## src/rtl/rv32i_memory_arbiter_pkg.sv

```systemverilog
// Shared types and constants for the RV32I single-port memory arbiter.
//   arb_state_t : arbiter FSM state (IDLE, FETCH, DATA)
//   BeAllOnes   : wide all-ones byte-enable mask, sliced to the bus width by users
package rv32i_mem_arb_pkg;

  typedef enum logic [1:0] {
    IDLE  = 2'd0,
    FETCH = 2'd1,
    DATA  = 2'd2
  } arb_state_t;

  localparam int unsigned MaxBeW = 64;
  localparam logic [MaxBeW-1:0] BeAllOnes = '1;

endpackage

```

## src/rtl/rv32i_memory_arbiter_if.sv

```systemverilog
// Shared request/acknowledge memory bus.
//   master : arbiter side (drives request, address, write data, byte enables)
//   slave  : memory side (drives one-cycle ack and read data)
interface rv32i_memory_arbiter_if #(
  parameter int unsigned ADDR_W = 32,
  parameter int unsigned DATA_W = 32
);
  logic                  mem_req;
  logic                  mem_we;
  logic [ADDR_W-1:0]     mem_addr;
  logic [DATA_W-1:0]     mem_wdata;
  logic [DATA_W/8-1:0]   mem_be;
  logic                  mem_ack;
  logic [DATA_W-1:0]     mem_rdata;

  modport master (
    output mem_req, mem_we, mem_addr, mem_wdata, mem_be,
    input  mem_ack, mem_rdata
  );

  modport slave (
    input  mem_req, mem_we, mem_addr, mem_wdata, mem_be,
    output mem_ack, mem_rdata
  );
endinterface

```

## src/rtl/rv32i_fetch_line.sv

```systemverilog
// One-entry tagged instruction buffer.
//   clk_i, rst_i  : clock, synchronous active-high reset (clears entry)
//   fill_i        : fetch response arriving this cycle
//   fill_addr_i   : address the response belongs to
//   fill_data_i   : fetched word
//   pc_i          : current core fetch address
//   hit_o         : buffer holds the word for pc_i
//   data_o        : buffered word
module rv32i_fetch_line #(
  parameter int unsigned ADDR_W = 32,
  parameter int unsigned DATA_W = 32
) (
  input  logic              clk_i,
  input  logic              rst_i,
  input  logic              fill_i,
  input  logic [ADDR_W-1:0] fill_addr_i,
  input  logic [DATA_W-1:0] fill_data_i,
  input  logic [ADDR_W-1:0] pc_i,
  output logic              hit_o,
  output logic [DATA_W-1:0] data_o
);
  logic              valid_q;
  logic [ADDR_W-1:0] tag_q;
  logic [DATA_W-1:0] data_q;

  // A response whose address no longer matches pc is stale and dropped.
  always_ff @(posedge clk_i) begin
    if (rst_i) begin
      valid_q <= 1'b0;
      tag_q   <= '0;
      data_q  <= '0;
    end else if (fill_i && (fill_addr_i == pc_i)) begin
      valid_q <= 1'b1;
      tag_q   <= fill_addr_i;
      data_q  <= fill_data_i;
    end
  end

  assign hit_o  = valid_q && (tag_q == pc_i);
  assign data_o = data_q;
endmodule

```

## src/rtl/rv32i_memory_arbiter.sv

```systemverilog
// Merges the core's fetch and data ports onto one request/ack memory bus.
//   clock, reset        : clock, synchronous active-high reset
//   pc / instruction / instruction_ready : fetch port
//   memory_transaction, mem_write, alu_result, data_out, byte_enablers,
//   data_advance / read_data, data_ready : data port
//   bus                 : shared memory bus (master side)
// Data accesses have fixed priority; every access returns through IDLE.
module rv32i_memory_arbiter
  import rv32i_mem_arb_pkg::*;
#(
  parameter int unsigned ADDR_W = 32,
  parameter int unsigned DATA_W = 32
) (
  input  logic                  clock,
  input  logic                  reset,
  input  logic [ADDR_W-1:0]     pc,
  output logic [DATA_W-1:0]     instruction,
  output logic                  instruction_ready,
  input  logic                  memory_transaction,
  input  logic                  mem_write,
  input  logic [ADDR_W-1:0]     alu_result,
  input  logic [DATA_W-1:0]     data_out,
  input  logic [DATA_W/8-1:0]   byte_enablers,
  input  logic                  data_advance,
  output logic [DATA_W-1:0]     read_data,
  output logic                  data_ready,
  rv32i_memory_arbiter_if.master bus
);
  arb_state_t          state_q;
  logic                req_q;
  logic                we_q;
  logic [ADDR_W-1:0]   addr_q;
  logic [DATA_W-1:0]   wdata_q;
  logic [DATA_W/8-1:0] be_q;
  logic                data_done_q;
  logic [DATA_W-1:0]   read_data_q;

  logic data_pending;
  logic fetch_hit;
  logic fetch_fill;

  assign data_pending = memory_transaction && !data_done_q;
  // In FETCH, addr_q is the fetch address.
  assign fetch_fill   = (state_q == FETCH) && bus.mem_ack;

  rv32i_fetch_line #(
    .ADDR_W (ADDR_W),
    .DATA_W (DATA_W)
  ) u_fetch_line (
    .clk_i       (clock),
    .rst_i       (reset),
    .fill_i      (fetch_fill),
    .fill_addr_i (addr_q),
    .fill_data_i (bus.mem_rdata),
    .pc_i        (pc),
    .hit_o       (fetch_hit),
    .data_o      (instruction)
  );

  always_ff @(posedge clock) begin
    if (reset) begin
      state_q     <= IDLE;
      req_q       <= 1'b0;
      we_q        <= 1'b0;
      addr_q      <= '0;
      wdata_q     <= '0;
      be_q        <= '0;
      data_done_q <= 1'b0;
      read_data_q <= '0;
    end else begin
      if (data_done_q && data_advance) data_done_q <= 1'b0;
      unique case (state_q)
        IDLE: begin
          if (data_pending) begin
            state_q <= DATA;
            req_q   <= 1'b1;
            we_q    <= mem_write;
            addr_q  <= alu_result;
            wdata_q <= data_out;
            be_q    <= byte_enablers;
          end else if (!fetch_hit) begin
            state_q <= FETCH;
            req_q   <= 1'b1;
            we_q    <= 1'b0;
            addr_q  <= pc;
            be_q    <= BeAllOnes[DATA_W/8-1:0];
          end
        end
        FETCH: begin
          if (bus.mem_ack) begin
            state_q <= IDLE;
            req_q   <= 1'b0;
          end
        end
        DATA: begin
          if (bus.mem_ack) begin
            state_q     <= IDLE;
            req_q       <= 1'b0;
            data_done_q <= 1'b1;
            if (!we_q) read_data_q <= bus.mem_rdata;
          end
        end
        default: begin
          state_q <= IDLE;
          req_q   <= 1'b0;
        end
      endcase
    end
  end

  assign bus.mem_req       = req_q;
  assign bus.mem_we        = we_q;
  assign bus.mem_addr      = addr_q;
  assign bus.mem_wdata     = wdata_q;
  assign bus.mem_be        = be_q;
  assign instruction_ready = fetch_hit;
  assign read_data         = read_data_q;
  assign data_ready        = data_done_q;
endmodule

```

## src/flat_wrapper.sv

```systemverilog
// flat-port wrapper written by rule: the top's interface ports become plain ports
module rv32i_memory_arbiter_flat import rv32i_mem_arb_pkg::*;
#(
  parameter int unsigned ADDR_W = 32,
  parameter int unsigned DATA_W = 32
)
  (clock, reset, pc, instruction, instruction_ready, memory_transaction, mem_write, alu_result, data_out, byte_enablers, data_advance, read_data, data_ready, bus_mem_req, bus_mem_we, bus_mem_addr, bus_mem_wdata, bus_mem_be, bus_mem_ack, bus_mem_rdata);
  rv32i_memory_arbiter_if #(.ADDR_W(ADDR_W), .DATA_W(DATA_W)) bus_i ();
  input  logic clock;
  input  logic reset;
  input  logic [ADDR_W-1:0] pc;
  output logic [DATA_W-1:0] instruction;
  output logic instruction_ready;
  input  logic memory_transaction;
  input  logic mem_write;
  input  logic [ADDR_W-1:0] alu_result;
  input  logic [DATA_W-1:0] data_out;
  input  logic [DATA_W/8-1:0] byte_enablers;
  input  logic data_advance;
  output logic [DATA_W-1:0] read_data;
  output logic data_ready;
  output wire logic [$bits(bus_i.mem_req)-1:0] bus_mem_req;
  output wire logic [$bits(bus_i.mem_we)-1:0] bus_mem_we;
  output wire logic [$bits(bus_i.mem_addr)-1:0] bus_mem_addr;
  output wire logic [$bits(bus_i.mem_wdata)-1:0] bus_mem_wdata;
  output wire logic [$bits(bus_i.mem_be)-1:0] bus_mem_be;
  input wire logic [$bits(bus_i.mem_ack)-1:0] bus_mem_ack;
  input wire logic [$bits(bus_i.mem_rdata)-1:0] bus_mem_rdata;
  assign bus_mem_req = bus_i.mem_req;
  assign bus_mem_we = bus_i.mem_we;
  assign bus_mem_addr = bus_i.mem_addr;
  assign bus_mem_wdata = bus_i.mem_wdata;
  assign bus_mem_be = bus_i.mem_be;
  assign bus_i.mem_ack = bus_mem_ack;
  assign bus_i.mem_rdata = bus_mem_rdata;
  rv32i_memory_arbiter #(.ADDR_W(ADDR_W), .DATA_W(DATA_W)) u_core (.clock(clock), .reset(reset), .pc(pc), .instruction(instruction), .instruction_ready(instruction_ready), .memory_transaction(memory_transaction), .mem_write(mem_write), .alu_result(alu_result), .data_out(data_out), .byte_enablers(byte_enablers), .data_advance(data_advance), .read_data(read_data), .data_ready(data_ready), .bus(bus_i));
endmodule
```

## config.mk

```make
export PLATFORM = sky130hd
export DESIGN_NAME = rv32i_memory_arbiter_flat
export DESIGN_NICKNAME = d
export VERILOG_FILES = /design/src/rtl/rv32i_memory_arbiter_pkg.sv /design/src/rtl/rv32i_memory_arbiter_if.sv /design/src/rtl/rv32i_fetch_line.sv /design/src/rtl/rv32i_memory_arbiter.sv /design/src/flat_wrapper.sv
export SDC_FILE = /design/constraint.sdc
export NUM_CORES = 1
export LEC_CHECK = 0
export ABC_AREA = 0
export ABC_CLOCK_PERIOD_IN_PS = 4300
export CAP_MARGIN = 40
export CORE_ASPECT_RATIO = 0.7
export CORE_MARGIN = 2
export CORE_UTILIZATION = 49
export DETAILED_ROUTE_END_ITERATION = 10
export PLACE_DENSITY_LB_ADDON = 0.08
export SYNTH_ARGS = -nofsm -noshare
export SYNTH_HDL_FRONTEND = slang
export SYNTH_HIERARCHICAL = 1
export SYNTH_SLANG_ARGS = --single-unit
```

## constraint.sdc

```tcl
create_clock -name clock -period 4.3 [get_ports clock]
set_input_delay 0.86 -clock clock [delete_from_list [all_inputs] [get_ports clock]]
set_output_delay 0.86 -clock clock [all_outputs]
set_load 0.005 [all_outputs]
```

Word level (Yosys, flattened, before mapping)
Index checks and enable logic that the tools add are counted.
Widths: inputs -> output; s select.

storage, ports and cells
  input bits = 138
  word-level logic and storage cells = 48
  bits in registers = 170
  output and inout port bits = 136

cells by class
  reduce and logical (&&, ||, !) cells = 12
  muxes and demuxes = 17
  bitwise operators = 1
  eq/ne operators = 7

operator list
  operator            count
  $eq 32x32->1        2
  $mux 32             2
  $mux 1              8
  $mux 4              2
  $mux 2              3
  $reduce_and 2->1    3
  $logic_and 1x1->1   5
  $ne 2x1->1 const B  2
  $pmux 2 s2          1
  $ne 3x2->1 const B  1
  $reduce_and 3->1    1
  $eq 2x1->1 const B  1
  $eq 2x2->1 const B  1
  $logic_not 2->1     1
  $pmux 1 s2          1
  $reduce_or 2->1     1
  $logic_not 1->1     1
  $not 1->1           1

Logic depth before layout (Yosys ltp)
  depth in word-level cells = 5
  gate-level depth with buffers = 9
  depth with buffers taken out = 8

Hierarchy
Netlist, hierarchy kept.

modules (own cells, without submodules)
  module                area each (µm²)  seq. area each (µm²)  times used  cells an instance
  rv32i_memory_arbiter  4,346.7          2,102.0               1           540
  rv32i_fetch_line      3,642.2          1,301.2               1           366

Worst setup path after synthesis
Ideal clock, no wire load.

  path kind = input port to output port
  start = input pc[9]
  end = output instruction_ready
  path slack = 1.166 ns
  path buffers = 0
  required time = 3.440 ns
  cell stages on the path = 5
  arrival = 2.274 ns
  path through = xnor2_1 nand4_1 nor4_1 nand4_1 nor4_1

between the ends
  word-level cells in the longest chain between the ends = 2

ends and longest elaborated chain
  item                line                    text
  start: declaration  flat_wrapper.sv:11      input logic [ADDR_W-1:0] pc;
  $eq 32x32->1        rv32i_fetch_line.sv:39  assign hit_o = valid_q && (tag_q == pc_i);
  $logic_and 1x1->1   rv32i_fetch_line.sv:39
  end: declaration    flat_wrapper.sv:13      output logic instruction_ready;

No other way between the ends.

Worst setup path in the final report
  start = input pc[11]
  end = output instruction_ready

Same word-level chain as after synthesis.

==> metrics.md <==
| Metric | Value |
|---|---|
| Status | `finished clean` |
| Psw | `between 1 and 1.5 mW` |
| Core box area | `16,200 µm²` |
| Avg WL per Cell | `around 17 µm` |
| Most common flop cell mapped by yosys | `dfxtp_1` |
| Worst Setup End Kind | `primary output` |
| Final Hold Vio Count | `0` |
| Seq cells post-synth | `170` |
| Final nets | `1,285` |
| Clock Tree Buf Depth | `2` |
| Share of the synthesized area in the top cell type | `0.426` |
| Synth cell count leaders | `nand2_1 (197), dfxtp_1 (170), nand2b_1 (130)` |
| IO Count | `274` |
| CP Launch Point | `pc[11]` |
| Crit-path max FO | `5` |
| Cts bufs inserted | `17` |
| Post-DP HPWL | `15,800 µm` |
| Vias per inst | `5.14` |
| Synth area leaders | `dfxtp_1 (43%), nand2b_1 (10%), nand2_1 (9.3%)` |
| Reg clk slew, reported paths | `around 0.060 ns` |
| Crit path kind | `in2out` |
| Final Max Tran Viols | `0` |
| Ant diodes | `0` |
| Hold WC Path Type | `reg2reg` |
| H-Tree Depth | `4` |
| Clk pwr share | `0.362` |
| Post-synth top area cell | `dfxtp_1` |
| Sequential fraction of the synthesis area | `0.426` |
| Setup TNS | `0 ns` |
| Starting Density | `0.495` |
| Sequential power share | `0.421` |
| Lkg Pwr | `3.91 nW` |
| R2R Setup Slk | `1.56 ns` |
| First-pass GRT wire length | `36,200 µm` |
| CTS tree | `yes` |
| Place WS | `0.128 ns` |
| Via Count | `7,102` |
| Async S/R FF share, synth | `0` |
| 1st-iter DRT viols | `561` |
| Worst VDD drop | `0.000330 V` |
| Initial antenna violation count | `0` |
| Max Freq | `around 240 MHz` |
| Largest net degree at the start of global routing | `110` |
| Reg2Reg Launch Point | `u_core/bus.mem_addr[15]` |
| Minimum clock period | `4.14 ns` |
| Tot GR Track Use | `0.265` |
| Final worst slack | `0.156 ns` |
| Synth Cell Area | `approximately 8000 µm²` |
| Worst reg2reg path depth | `6` |
| Critical path arrival | `3.28 ns` |
| Number of routed nets with antenna violations | `0` |
| Net Sw Frac | `0.278` |
| Number of port buffers | `273` |
| Clock skew | `0.0127 ns` |
| Die height | `111 µm` |
| Root Driver | `clkbuf_16` |
| YS warnings | `6` |
| Worst-Skew Late Latency | `roughly 0.43 ns` |
| Worst Max-Slew Pin Slew | `0.811 ns` |
| Avg Synthesized Cell Area | `about 8.8 µm²` |
| Final WL | `23,100 µm` |
| Most frequent cell after synthesis | `nand2_1` |
| Critical path startpoint category | `input pin` |
| Worst path required time | `3.44 ns` |
| Die Area | `17,400 µm²` |
| Max-slew headroom | `0.459` |
| Power per cell area | `375 nW/µm²` |
| Vias in the first global route | `6,710` |
| Gate Count Post-Synth | `between 900 and 1,000` |
| Total iterations of the first detailed-routing run | `5` |
| RR Endpoint | `u_core/u_fetch_line/tag_q[20]` |
| GR Overflow Total | `0` |
| Int Power | `3.07 mW` |
| GPL Wtd Cong | `0.933` |
| Synthesized Nets | `1,047` |
| Layout cells sized above 1 | `0.0779` |
| CP endpoint | `instruction_ready` |
| Final setup fails | `0` |
| Synth-to-Final Area Change | `41.8%` |
| Yosys cell types | `36` |
| Post-CTS Setup Bufs | `0` |
| Combinational share of power | `0.217` |
| Number of flops mapped to enable cells by yosys | `0` |
| FP Rows | `39` |
| RSZ-0062 raised after global routing | `false` |
| Clk sinks | `170` |
| Max-capacitance violation count | `0` |
| Die W | `between 150 and 200 µm` |
| Drt drc | `0` |
| Final Cycle Share | `0.964` |
repair_timing:
action / 4_1_cts / 5_1_grt
setup endpoints to repair: 0 / 1
hold buffers: 0 / 0
resized for setup: 0 / 1
logic make-up (layout without fill, tap and decap cells):
kind of cell,count (synthesis),count (layout),share of synthesized area
flops,170,170,0.426
compound gates,141,141,0.115
buf+inv,73,323,0.0558
simple gates,391,391,0.248
fa+ha+maj,3,3,0.00470
mux,64,64,0.0802
xor+xnor,64,64,0.0702
layout make-up:
class | instances | area (µm²)
Fill cell | 1282 | 4820
Timing Repair Buffer | 287 | 2890
Sequential cell | 170 | 3400
Multi-Input combinational cell | 663 | 4160
Clock inverter | 13 | 141
Inverter | 5 | 18.8
Tap cell | 225 | 282
Clock buffer | 18 | 439
sequential cells by signal, indices dropped and copies added, names as in the netlist:
name / cells
u_core/read_data: 32
u_core/bus.mem_we: 1
u_core/bus.mem_be: 4
u_core/u_fetch_line/tag_q: 32
u_core/data_ready: 1
u_core/u_fetch_line/data_o: 32
u_core/bus.mem_addr: 32
u_core/u_fetch_line/valid_q: 1
u_core/bus.mem_req: 1
u_core/bus.mem_wdata: 32
u_core/state_q: 2
layout by cell type, fill, tap and decap left out, types with 21 or more instances in the layout:
cell type / instances
a21oi_1: 68
a31oi_1: 33
clkdlybuf4s50_1: 272
dfxtp_1: 170
mux2i_1: 64
nand2_1: 197
nand2b_1: 130
o311ai_1: 21
or2_2: 32
xnor2_1: 48
power by group through the flow:
stage | clock network [mW] | logic (mW) | registers (mW)
2_1_floorplan | 0 | 0.446 | 1.81
3_3_place_gp | 0 | 0.891 | 1.82
3_5_place_dp | 0 | 0.911 | 1.82
4_1_cts | 1.56 | 0.917 | 1.79
5_1_grt | 1.64 | 0.998 | 1.80
6_report | 1.54 | 0.921 | 1.79
worst min path at each step:
stage,from,slack (ns),to,depth (start not counted)
after floorplan,u_core/u_fetch_line/valid_q,0.45,u_core/u_fetch_line/valid_q,1
after global placement,u_core/bus.mem_wdata[16],0.44,u_core/bus.mem_wdata[16],2
after detailed placement,u_core/bus.mem_wdata[1],0.45,u_core/bus.mem_wdata[1],2
after CTS,u_core/bus.mem_wdata[1],0.45,u_core/bus.mem_wdata[1],2
after global routing,u_core/bus.mem_wdata[1],0.47,u_core/bus.mem_wdata[1],2
final,u_core/bus.mem_wdata[25],0.45,u_core/bus.mem_wdata[25],2
worst max-delay path: stages:
cell	delay, ns
clkdlybuf4s50_1	0.50
xnor2_1	0.32
nand4_1	0.13
nor4_1	0.29
nand4_1	0.13
nor4_1	0.31
buf_4	0.21
clkdlybuf4s50_1	0.53
per-layer routing:
metal / wire [µm] / up-vias / global-route usage
met3: 2070 / 21 / 0.0786
met5: 0 / - / 0
met4: 318 / 0 / 0.0771
met2: 10100 / 270 / 0.398
met1: 10700 / 3292 / 0.368
li1: - / 3519 / -
per-stage QoR:
step           instance area [µm²]  cells   util  hold slack (ns)  power [mW]
2_1_floorplan                 7990    906      -            0.449        2.26
3_3_place_gp                 10700   1348  0.662            0.440        2.71
3_5_place_dp                 10700   1350  0.665            0.445        2.73
4_1_cts                      11300   1381  0.701            0.454        4.27
5_1_grt                      11300   1381  0.701            0.468        4.44
6_report                     11300   1381  0.701            0.452        4.25
No activity file was read; power rests on OpenSTA's default activity.
